--- config.mk ---
export PLATFORM = sky130hd
export DESIGN_NAME = hub75_stream_writer
export DESIGN_NICKNAME = d
export VERILOG_FILES = /design/src/rtl/hub75_stream_writer.sv
export SDC_FILE = /design/constraint.sdc
export NUM_CORES = 1
export LEC_CHECK = 0
export CAP_MARGIN = 5
export CORE_ASPECT_RATIO = 1.75
export CORE_MARGIN = 5
export CORE_UTILIZATION = 42
export DETAILED_ROUTE_END_ITERATION = 8
export GPL_TIMING_DRIVEN = 0
export PLACE_DENSITY = 0.76
export RECOVER_POWER = 50
export SLEW_MARGIN = 10
export SYNTH_ARGS = -nofsm -noshare
export SYNTH_HDL_FRONTEND = slang
export SYNTH_SLANG_ARGS = --single-unit
--- constraint.sdc ---
create_clock -name clk -period 1.87 [get_ports clk]
set_input_delay 0.561 -clock clk [delete_from_list [all_inputs] [get_ports clk]]
set_output_delay 0.561 -clock clk [all_outputs]
set_load 0.005 [all_outputs]
--- src/rtl/hub75_stream_writer.sv ---
// hub75_stream_writer
//   Pixel-stream front end for the HUB75 framebuffer write port. Takes a
//   raster-ordered valid/ready pixel stream with a start-of-frame flag,
//   writes each line into the framebuffer line buffer, commits it with the
//   row store/swap handshake and requests a frame swap after the last line.
//
// Ports
//   clk, rst                  single clock, synchronous active-high reset
//   in_data/in_sof/in_valid   pixel stream input
//   in_ready                  stream back-pressure
//   fbw_bank_addr/row_addr    line address for the store (registered)
//   fbw_row_store/row_swap    one-cycle store + line-buffer swap
//   fbw_row_rdy               framebuffer idle
//   fbw_data/col_addr/wren    registered line-buffer write port
//   frame_swap/frame_rdy      frame swap request / no swap pending
//   err_sync                  one-cycle pulse on a misplaced start-of-frame
module hub75_stream_writer #(
    parameter int N_BANKS     = 2,
    parameter int N_ROWS      = 32,
    parameter int N_COLS      = 64,
    parameter int BITDEPTH    = 24,
    parameter int LOG_N_BANKS = $clog2(N_BANKS),
    parameter int LOG_N_ROWS  = $clog2(N_ROWS),
    parameter int LOG_N_COLS  = $clog2(N_COLS)
) (
    input  logic                   clk,
    input  logic                   rst,
    input  logic [BITDEPTH-1:0]    in_data,
    input  logic                   in_sof,
    input  logic                   in_valid,
    output logic                   in_ready,
    output logic [LOG_N_BANKS-1:0] fbw_bank_addr,
    output logic [LOG_N_ROWS-1:0]  fbw_row_addr,
    output logic                   fbw_row_store,
    input  logic                   fbw_row_rdy,
    output logic                   fbw_row_swap,
    output logic [BITDEPTH-1:0]    fbw_data,
    output logic [LOG_N_COLS-1:0]  fbw_col_addr,
    output logic                   fbw_wren,
    output logic                   frame_swap,
    input  logic                   frame_rdy,
    output logic                   err_sync
);

    localparam int YW = LOG_N_BANKS + LOG_N_ROWS;
    localparam logic [LOG_N_COLS-1:0] LAST_X = LOG_N_COLS'(N_COLS - 1);
    localparam logic [YW-1:0]         LAST_Y = YW'(N_BANKS * N_ROWS - 1);

    typedef enum logic [2:0] {
        S_SYNC,
        S_FILL,
        S_LINE_END,
        S_WAIT_RDY,
        S_FRAME_END,
        S_FRAME_SWAP,
        S_FRAME_WAIT
    } state_t;

    state_t                 state_q, state_d;
    logic [LOG_N_COLS-1:0]  x_q, x_d;
    logic [YW-1:0]          y_q, y_d;
    logic [1:0]             guard_q, guard_d;
    logic                   wren_q, wren_d;
    logic [LOG_N_COLS-1:0]  col_q, col_d;
    logic [BITDEPTH-1:0]    data_q, data_d;
    logic [LOG_N_BANKS-1:0] bank_q, bank_d;
    logic [LOG_N_ROWS-1:0]  row_q, row_d;
    logic                   err_q, err_d;

    always_comb begin
        state_d       = state_q;
        x_d           = x_q;
        y_d           = y_q;
        guard_d       = guard_q;
        wren_d        = 1'b0;
        col_d         = col_q;
        data_d        = data_q;
        bank_d        = bank_q;
        row_d         = row_q;
        err_d         = 1'b0;
        in_ready      = 1'b0;
        fbw_row_store = 1'b0;
        fbw_row_swap  = 1'b0;
        frame_swap    = 1'b0;

        case (state_q)
            S_SYNC: begin
                in_ready = 1'b1;
                // Beats without start-of-frame are silently dropped here.
                if (in_valid && in_sof) begin
                    wren_d  = 1'b1;
                    col_d   = '0;
                    data_d  = in_data;
                    x_d     = LOG_N_COLS'(1);
                    y_d     = '0;
                    state_d = S_FILL;
                end
            end
            S_FILL: begin
                in_ready = 1'b1;
                if (in_valid) begin
                    wren_d = 1'b1;
                    data_d = in_data;
                    if (in_sof && (x_q != '0 || y_q != '0)) begin
                        // Misplaced SOF: restart the frame with this beat.
                        err_d = 1'b1;
                        col_d = '0;
                        x_d   = LOG_N_COLS'(1);
                        y_d   = '0;
                    end else begin
                        col_d = x_q;
                        x_d   = x_q + LOG_N_COLS'(1);
                        if (x_q == LAST_X) begin
                            state_d = S_LINE_END;
                        end
                    end
                end
            end
            S_LINE_END: begin
                // Latch the line address so it holds across the store.
                bank_d  = y_q[YW-1:LOG_N_ROWS];
                row_d   = y_q[LOG_N_ROWS-1:0];
                state_d = S_WAIT_RDY;
            end
            S_WAIT_RDY: begin
                if (fbw_row_rdy) begin
                    fbw_row_store = 1'b1;
                    fbw_row_swap  = 1'b1;
                    if (y_q == LAST_Y) begin
                        y_d     = '0;
                        guard_d = '0;
                        state_d = S_FRAME_END;
                    end else begin
                        y_d     = y_q + YW'(1);
                        state_d = S_FILL;
                    end
                end
            end
            S_FRAME_END: begin
                // fbw_row_rdy may still reflect the pre-store idle state for
                // two cycles, so it is only trusted after the guard expires.
                if (guard_q != 2'd2) begin
                    guard_d = guard_q + 2'd1;
                end else if (fbw_row_rdy) begin
                    state_d = S_FRAME_SWAP;
                end
            end
            S_FRAME_SWAP: begin
                frame_swap = 1'b1;
                guard_d    = '0;
                state_d    = S_FRAME_WAIT;
            end
            S_FRAME_WAIT: begin
                if (guard_q == 2'd0) begin
                    guard_d = 2'd1;
                end else if (frame_rdy) begin
                    state_d = S_SYNC;
                end
            end
            default: state_d = S_SYNC;
        endcase

        // Reset suppresses every combinational strobe in the reset cycle.
        if (rst) begin
            in_ready      = 1'b0;
            fbw_row_store = 1'b0;
            fbw_row_swap  = 1'b0;
            frame_swap    = 1'b0;
        end
    end

    always_ff @(posedge clk) begin
        if (rst) begin
            state_q <= S_SYNC;
            x_q     <= '0;
            y_q     <= '0;
            guard_q <= '0;
            wren_q  <= 1'b0;
            col_q   <= '0;
            data_q  <= '0;
            bank_q  <= '0;
            row_q   <= '0;
            err_q   <= 1'b0;
        end else begin
            state_q <= state_d;
            x_q     <= x_d;
            y_q     <= y_d;
            guard_q <= guard_d;
            wren_q  <= wren_d;
            col_q   <= col_d;
            data_q  <= data_d;
            bank_q  <= bank_d;
            row_q   <= row_d;
            err_q   <= err_d;
        end
    end

    assign fbw_wren      = wren_q;
    assign fbw_col_addr  = col_q;
    assign fbw_data      = data_q;
    assign fbw_bank_addr = bank_q;
    assign fbw_row_addr  = row_q;
    assign err_sync      = err_q;

endmodule

# Word level (Yosys, flattened, before mapping)
# Index checks and enable logic that the tools add are counted.
[totals]
reg_bits = 55
inputBits = 30
output_inout_bits = 42
elab_cells = 96
[op_classes]
addsub = 3
n_eq_ne = 22
muxes = 43
bitwise_logic = 2
n_reduce_logical = 16
[op_table]
columns = ["cell", "count"]
rows = [
  ["$mux 6", 10],
  ["$mux 24", 2],
  ["$pmux 24 s2", 1],
  ["$mux 3", 10],
  ["$ne 2x2->1 const B", 14],
  ["$pmux 6 s2", 2],
  ["$pmux 3 s7", 1],
  ["$pmux 6 s3", 1],
  ["$add 6x1->6 const B", 2],
  ["$eq 6x6->1 const B", 2],
  ["$reduce_bool 6->1", 2],
  ["$mux 1", 10],
  ["$reduce_and 5->1", 2],
  ["$eq 3x3->1 const B", 3],
  ["$reduce_and 9->1", 1],
  ["$mux 2", 4],
  ["$pmux 2 s4", 1],
  ["$eq 3x2->1 const B", 2],
  ["$reduce_bool 4->1", 1],
  ["$eq 3x1->1 const B", 1],
  ["$logic_not 3->1", 1],
  ["$reduce_and 3->1", 1],
  ["$reduce_bool 3->1", 1],
  ["$reduce_or 3->1", 1],
  ["8 further kinds", 10],
]

# Depth between registers and ports, before layout
# Gate-level depths: netlist of the first run.
[logic_depth]
depth_word = 6
depth_mapped = 7
mapped_depth_nobuf = 7

# Worst setup path after synthesis of the first run
# No wires, ideal clock.
[synth_timing]
kind = "input to output"
startpoint = "in rst"
endpoint = "out fbw_row_swap"
t_arrival_ns = 1.359
t_required_ns = 1.309
path_slack_ns = -0.050
path_stages = 4
path_buffers = 3
path_cell_list = "buf_2 > clkbuf_1 > nor3b_1 > buf_4"
[synth_via]
elab_chain_len = 1
[synth_lines]
columns = ["element", "line_no", "rtl"]
rows = [
  ["start: declaration", "27", "input logic rst,"],
  ["$mux 1", "n/a", ""],
  ["end: declaration", "36", "output logic fbw_row_swap,"],
]
# Every way passes these cells.

# Final worst setup path of the first run
[layout_timing]
startpoint = "reg state_q[2]"
endpoint = "out frame_swap"
[layout_via]
elab_chain_len = 3
[layout_lines]
columns = ["element", "line_no", "rtl"]
rows = [
  ["start: declaration", "59", "state_t state_q, state_d;"],
  ["start signal: assignment", "185", "state_q <= state_d;"],
  ["$eq 3x3->1", "86", "case (state_q)"],
  ["$mux 1", "86", ""],
  ["$mux 1", "164", "if (rst) begin"],
  ["end: declaration", "40", "output logic frame_swap,"],
]
# Every way passes these cells.

==> flow_metrics.py, run 1 <==
metrics = {
    "sta": {
        "rsz0062_at_grt": "yes",
        "fmax_mhz": 550.8,
        "hold_viol_final": 0,
        "worst_pin_slew_ps": 589.0,
        "hold-worst-slack_ps": 453.8,
        "slew_violations": 0,
        "min_period_ps": 1816,
        "fin_skew_ps": 9.128,
        "layout_setup_ws_ps": 54.37,
        "min_period_over_period_pct": 97.09,
        "relSlewSlack_pct": 60.52,
        "finalSetupViolCount": 0,
    },
    "logic_synthesis": {
        "synth_ff_type": "dfxtp_1",
        "yosysUniqueCellTypes": 42,
        "netlist_area_mm2": 0.002390,
        "synth-seq-cells": 55,
        "syn_area_per_cell_um2": 8.298,
        "ys_top_cells_by_count": "nand2_1, dfxtp_1, a21oi_1",
        "synth_fa_ha_area_share_pct": 3.141,
        "yosysMostFrequentCell": "nand2_1",
        "yosysWarnings": 0,
        "synth_top_family_by_area": "simple AND/OR/NAND/NOR gates",
        "synth_compound_area_share_pct": 16.18,
        "synth_xor_area_share_pct": 1.466,
        "ys_seq_area_share_pct": 46.07,
        "synth.net_count": 324,
        "synth_top_area_share_pct": 46.07,
        "synthTopCellsByArea": "dfxtp_1, nand2_1, a21oi_1, nor2_1, mux2i_1",
        "synth_largest_area_cell": "dfxtp_1",
        "muxShareOfSynthArea_pct": 3.770,
        "synth_edf_count": 0,
        "synthSimpleGateAreaFrac_pct": 24.61,
        "netlist_instances": 288,
        "async_flop_share_pct": 0,
    },
    "power": {
        "clockPowerShare_pct": 26.7,
        "irDropWorstVdd_uv": 628.3,
        "p_int_mw": 1.999,
        "power.share.sequential_pct": 46.5,
        "p_sw_mw": 0.7930,
        "combPwrFrac_pct": 26.8,
        "powerDensity_mw_per_mm2": 800.1,
        "cellLeakagePower_nw": 1.372,
        "p_sw_share_pct": 28.40,
    },
    "cts": {
        "htree_num_levels": 2,
        "clock_latency_ps": 300,
        "cts_buffer_depth": 2,
        "cts_tree": "yes",
        "cts_root_buf": "clkbuf_8",
        "clock_sinks": 55,
        "holdBufCountCts": 0,
        "clk_pin_slew_ps": 90,
        "numCtsBuffers": 5,
    },
    "place": {
        "dp_slack_ps": -1335,
        "io_buffers": 71,
        "place_congestion": 0.8278,
        "place_hpwl_um": 4721,
    },
    "routing": {
        "wl_um": 6538,
        "antenna_left": 0,
        "drtIter0Drc": 174,
        "wire_per_inst_um": 14.43,
        "vias_per_cell": 5.117,
        "drc": 0,
        "dr.pass1.iters": 4,
        "vias": 2318,
    },
    "floorplanning": {
        "start_util_pct": 43.13,
        "rows": 36,
        "dieArea_mm2": 0.007358,
        "die_h_um": 109.8,
        "die_w_um": 67.02,
        "core_area_mm2": 0.005540,
        "pin_count": 72,
    },
    "layout": {
        "drive_gt1_share_pct": 13.00,
        "n_fill_cell": 484,
        "num-nets-final": 413,
        "antenna_cells": 0,
        "synthToLayoutAreaGrowth_pct": 46.02,
        "seqCellArea_mm2": 0.001111,
        "multi_input_area_mm2": 0.001247,
    },
    "global_route": {
        "antenna_found_initial": 0,
        "grt_max_degree": 16,
        "overflow": 0,
        "grt_pass1_vias": 2102,
        "grt_pass1_wl_um": 9942,
        "grt_usage_pct": 17.60,
    },
    "critical_path": {
        "r2r-end": "guard_q[0]$_SDFFE_PP0P_",
        "arrival_ps": 1250,
        "worst-setup-path-type": "flip-flop to output port",
        "start_kind": "flip-flop",
        "r2r-start": "y_q[1]$_SDFFE_PP0P_",
        "reg2reg_depth": 6,
        "cp_max_fo": 5,
        "rrSetupSlack_ps": 70,
        "startpoint": "state_q[2]$_SDFFE_PP0P_",
        "endpoint": "frame_swap",
        "worstSetupEndpointType": "output port",
        "crit_required_ps": 1310,
    },
    "hold_path": {
        "hold_depth": 2,
        "hp-class": "flip-flop to flip-flop",
        "min_from": "fbw_data[10]$_SDFFE_PP0P_",
    },
    "run": {
        "cap_violations": 0,
    },
    "status": {
        "status": "completed",
    },
}
-- worst max-delay path, stage by stage (launching register included) --
cell,delay (ps)
dfxtp_1,360
buf_6,120
inv_4,40
buf_4,150
nor3_2,170
buf_2,130
-- cell usage in the layout (no fill, tap or decap), types with 6 or more instances in the layout --
cell / instances
nand2_1: 56
dfxtp_1: 51
a21oi_1: 35
clkdlybuf4s50_1: 35
mux2i_1: 9
dlygate4sd3_1: 28
nor2_1: 31
a22o_1: 7
buf_4: 13
clkbuf_8: 6
buf_2: 7
nand2b_1: 7
inv_1: 9
-- worst min-delay path by stage --
stage,to
global route,fbw_data[12]$_SDFFE_PP0P_
finish,fbw_data[10]$_SDFFE_PP0P_
floorplan,fbw_data[0]$_SDFFE_PP0P_
global placement,fbw_data[9]$_SDFFE_PP0P_
detailed placement,fbw_data[12]$_SDFFE_PP0P_
CTS,fbw_data[12]$_SDFFE_PP0P_
-- cell type report --
| cell class | count | area share (%) |
|---|---|---|
| Tap cell | 76 | 2.725 |
| Timing Repair Buffer | 84 | 22.62 |
| Clock buffer | 6 | 2.080 |
| Inverter | 10 | 1.147 |
| Buffer | 14 | 2.976 |
| Sequential cell | 55 | 31.84 |
| Multi-Input combinational cell | 207 | 35.75 |
| Clock inverter | 1 | 0.8605 |
-- timing repair --
| action | 4_1_cts | 5_1_grt |
|---|---|---|
| hold endpoints to repair | 0 | 0 |
| setup endpoints to repair | 33 | 7 |
| gates resized for setup | 58 | 7 |
| buffers inserted | 7 | 6 |
| pin swaps | 3 | 3 |
-- kinds of logic (layout without fill, tap and decap cells) --
kind of cell    Yosys count  after routing
flops                    55             55
simple gates            125            125
xor+xnor                  4              4
mux                       9              9
fa+ha+maj                 6              6
buf+inv                  26            115
compound gates           63             63
-- metrics by stage --
stage | TNS, ps | cells | total power, mW | area [µm²] | util (%)
2_1_floorplan | 0 | 288 | 1.684 | 2395 | -
3_3_place_gp | -21120 | 435 | 1.961 | 3201 | 57.77
3_5_place_dp | -22460 | 435 | 1.972 | 3201 | 57.77
4_1_cts | -11.56 | 449 | 2.785 | 3445 | 62.17
5_1_grt | -28.98 | 453 | 2.946 | 3490 | 62.99
6_report | 0 | 453 | 2.792 | 3490 | 62.99
-- routing by layer --
metal | up-vias | GRT usage (%) | wire (µm)
met5 | - | 0 | 0
met3 | 15 | 2.761 | 225
met2 | 63 | 32.30 | 3779
met4 | 0 | 8.563 | 174
li1 | 1164 | - | -
met1 | 1076 | 18.92 | 2358
-- power by group through the flow --
stage                     sequential [mW]  combinational [mW]  clock [mW]
after floorplan                      1.32               0.366           0
after global placement               1.31               0.647           0
after detailed placement             1.32               0.655           0
after CTS                            1.30               0.716       0.771
after global routing                 1.31               0.819       0.820
final                                1.30               0.750       0.745
-- sequential cells by signal, summed over array words and instances (netlist names), 2 cells and up --
register and cells:
fbw_row_addr 5, x_q 6, y_q 6, guard_q 2
fbw_data 24, fbw_col_addr 6, state_q 3
No activity file was read; power rests on OpenSTA's default activity.
==> run 2, diff against run 1 <==
==> constraint.sdc (replaced) <==
create_clock -name clk -period 1.6 [get_ports clk]
set_input_delay 0.48 -clock clk [delete_from_list [all_inputs] [get_ports clk]]
set_output_delay 0.48 -clock clk [all_outputs]
set_load 0.005 [all_outputs]
==> run 2 against run 1 <==
  * Total power increased by 22%
  * Non-clock buffer count is 28 higher
  * Largest power group unchanged
  * Flip-flop and latch count unchanged
  * The run now ends with setup timing left
  * Utilization grew 7.4 points
  * First-iteration DRC count is 2.3% lower
  * Design area grew 12%
  * Largest cell class unchanged
  * Register-to-register slack got worse by 260 ps
  * Clock skew down 2.7 ps
  * Global-route usage grew 2.8 points
==> flow_metrics.py, run 2 (synthesized netlist as in run 1, its figures left out) <==
metrics = {
    "status": {
        "status": "complete, but fails checks",
        "violations": "setup timing",
    },
    "run": {
        "cap_violations": 0,
    },
    "routing": {
        "vias_per_cell": 5.349,
        "drtIter0Drc": 170,
        "vias": 2573,
        "dr.pass1.iters": 4,
        "wire_per_inst_um": 16.68,
        "antenna_left": 0,
        "drc": 0,
        "wl_um": 8023,
    },
    "critical_path": {
        "worstSetupEndpointType": "output port",
        "start_kind": "flip-flop",
        "reg2reg_depth": 7,
        "cp_num_cells": 5,
        "r2r-start": "state_q[0]$_SDFFE_PP0P_",
        "arrival_ps": 1340,
        "crit_path_top_delay_cell": "dfxtp_4",
        "path_cells": "buf_8, clkinv_8, buf_4, nor3_4, buf_2",
        "worst-setup-path-type": "flip-flop to output port",
        "rrSetupSlack_ps": -190,
        "cp_max_fo": 5,
        "r2r-end": "y_q[3]$_SDFFE_PP0P_",
        "cp_top_family": "buffers and inverters",
        "critPathBufInv": 4,
        "crit_required_ps": 1120,
        "crit_path_max_incr_delay_ps": 370,
    },
    "cts": {
        "clk_pin_slew_ps": 90,
        "cts_buffer_depth": 2,
        "clock_latency_ps": 310,
        "cts_root_buf": "clkbuf_8",
        "numCtsBuffers": 5,
        "htree_num_levels": 2,
        "holdBufCountCts": 0,
        "cts_tree": "yes",
        "clock_sinks": 55,
    },
    "layout": {
        "drive_gt1_share_pct": 30.37,
        "n_fill_cell": 432,
        "synthToLayoutAreaGrowth_pct": 63.19,
        "mostFrequentLayoutCells": "nand2_1, dlygate4sd2_1, buf_4",
        "final_common_cell": "nand2_1",
        "num-nets-final": 441,
        "antenna_cells": 0,
        "multi_input_area_mm2": 0.001379,
        "largest_reg_flops": 24,
        "fin_cells": 481,
        "finish.instance_area_mm2": 0.003900,
        "seqCellArea_mm2": 0.001149,
    },
    "floorplanning": {
        "dieArea_mm2": 0.007358,
        "die_w_um": 67.02,
        "die_h_um": 109.8,
        "core_area_mm2": 0.005540,
        "start_util_pct": 43.13,
        "rows": 36,
        "pin_count": 72,
    },
    "hold_path": {
        "hold_depth": 2,
        "min_from": "fbw_data[11]$_SDFFE_PP0P_",
        "holdPathEnd": "fbw_data[11]$_SDFFE_PP0P_",
        "hp-class": "flip-flop to flip-flop",
    },
    "sta": {
        "slew_violations": 0,
        "min_period_ps": 1817,
        "worst_pin_slew_ps": 492.2,
        "rsz0062_at_grt": "yes",
        "min_period_over_period_pct": 113.6,
        "layout_setup_ws_ps": -216.9,
        "relSlewSlack_pct": 67.19,
        "hold_viol_final": 0,
        "fmax_mhz": 550.4,
        "setup_tns_ps": -1980,
        "fin_skew_ps": 6.395,
        "finalSetupViolCount": 21,
    },
    "power": {
        "cellLeakagePower_nw": 1.661,
        "irDropWorstVdd_uv": 684.2,
        "powerDensity_mw_per_mm2": 876.2,
    },
    "global_route": {
        "antenna_found_initial": 0,
        "overflow": 0,
        "grt_usage_pct": 20.40,
        "grt_pass1_wl_um": 11470,
        "grt_pass1_vias": 2412,
        "grt_max_degree": 17,
    },
    "place": {
        "place_hpwl_um": 4752,
        "dp_cells": 435,
        "io_buffers": 71,
        "post_dp_cell_area_mm2": 0.003229,
        "dp_slack_ps": -1249,
        "place_congestion": 0.8654,
    },
}
## run 2: cell types whose count changed in the layout (fill, tap and decap cells not counted), sizes merged
cell	before	now
buf	25	54
clkbuf	13	12
inv	10	9
dlygate4sd2	2	38
clkdlybuf4s15	1	2
clkdlybuf4s50	35	25
bufinv	1	0
dlygate4sd3	28	0
clkinv	0	3
## run 2: final cells by class
cell class	count	area share [%]
timing repair buffer	110	24.86
clock buffer	5	1.765
multi-input combinational	207	35.35
inverter	10	1.283
tap	76	2.438
buffer	16	4.491
clock inverter	2	0.3529
sequential	55	29.45
## run 2: metal layers
layer / vias up / GRT usage [%] / share of wire (%)
met2: 110 / 37.30 / 54
met1: 1198 / 21.30 / 35
met4: 0 / 12.19 / 6.2
met3: 44 / 2.863 / 4.9
met5: - / 0 / 0
li1: 1221 / - / -
## run 2: where the power goes
part | switching [mW] | internal [mW]
combinational | 0.596 | 0.567
clock | 0.443 | 0.301
sequential | 0.0563 | 1.45
## run 2: worst register-to-register path, delay by kind of cell (launching register included)
| family | cells | cell delay, ps |
|---|---|---|
| buffers and inverters | 2 | 310 |
| AND/OR/NAND/NOR | 2 | 600 |
| AO/OA/AOI/OAI | 3 | 440 |
| flip-flops | 1 | 380 |
## run 2: through the flow
step	util [%]	power [mW]	hold WS (ps)
after floorplan	-	1.965	452.7
after global placement	58.29	2.288	441.2
after detailed placement	58.29	2.305	445.7
after CTS	66.19	3.205	457.0
after global routing	70.39	3.586	474.2
final	70.39	3.417	453.0
## run 2: how the worst max path moves through the flow
stage	from	endpoint	slack, ps
global placement	rst	fbw_row_swap	-1250
global route	state_q[0]$_SDFFE_PP0P_	y_q[3]$_SDFFE_PP0P_	-270
finish	state_q[2]$_SDFFE_PP0P_	frame_swap	-220
floorplan	y_q[1]$_SDFFE_PP0P_	guard_q[0]$_SDFFE_PP0P_	-30
CTS	state_q[2]$_SDFFE_PP0P_	fbw_row_swap	-180
detailed placement	rst	fbw_row_swap	-1250
## run 2: what timing repair did
| item | in CTS | in global routing |
|---|---|---|
| buffers inserted | 28 | 11 |
| gates resized for setup | 134 | 42 |
| setup endpoints to repair | 91 | 52 |
| pin swaps | 10 | 12 |
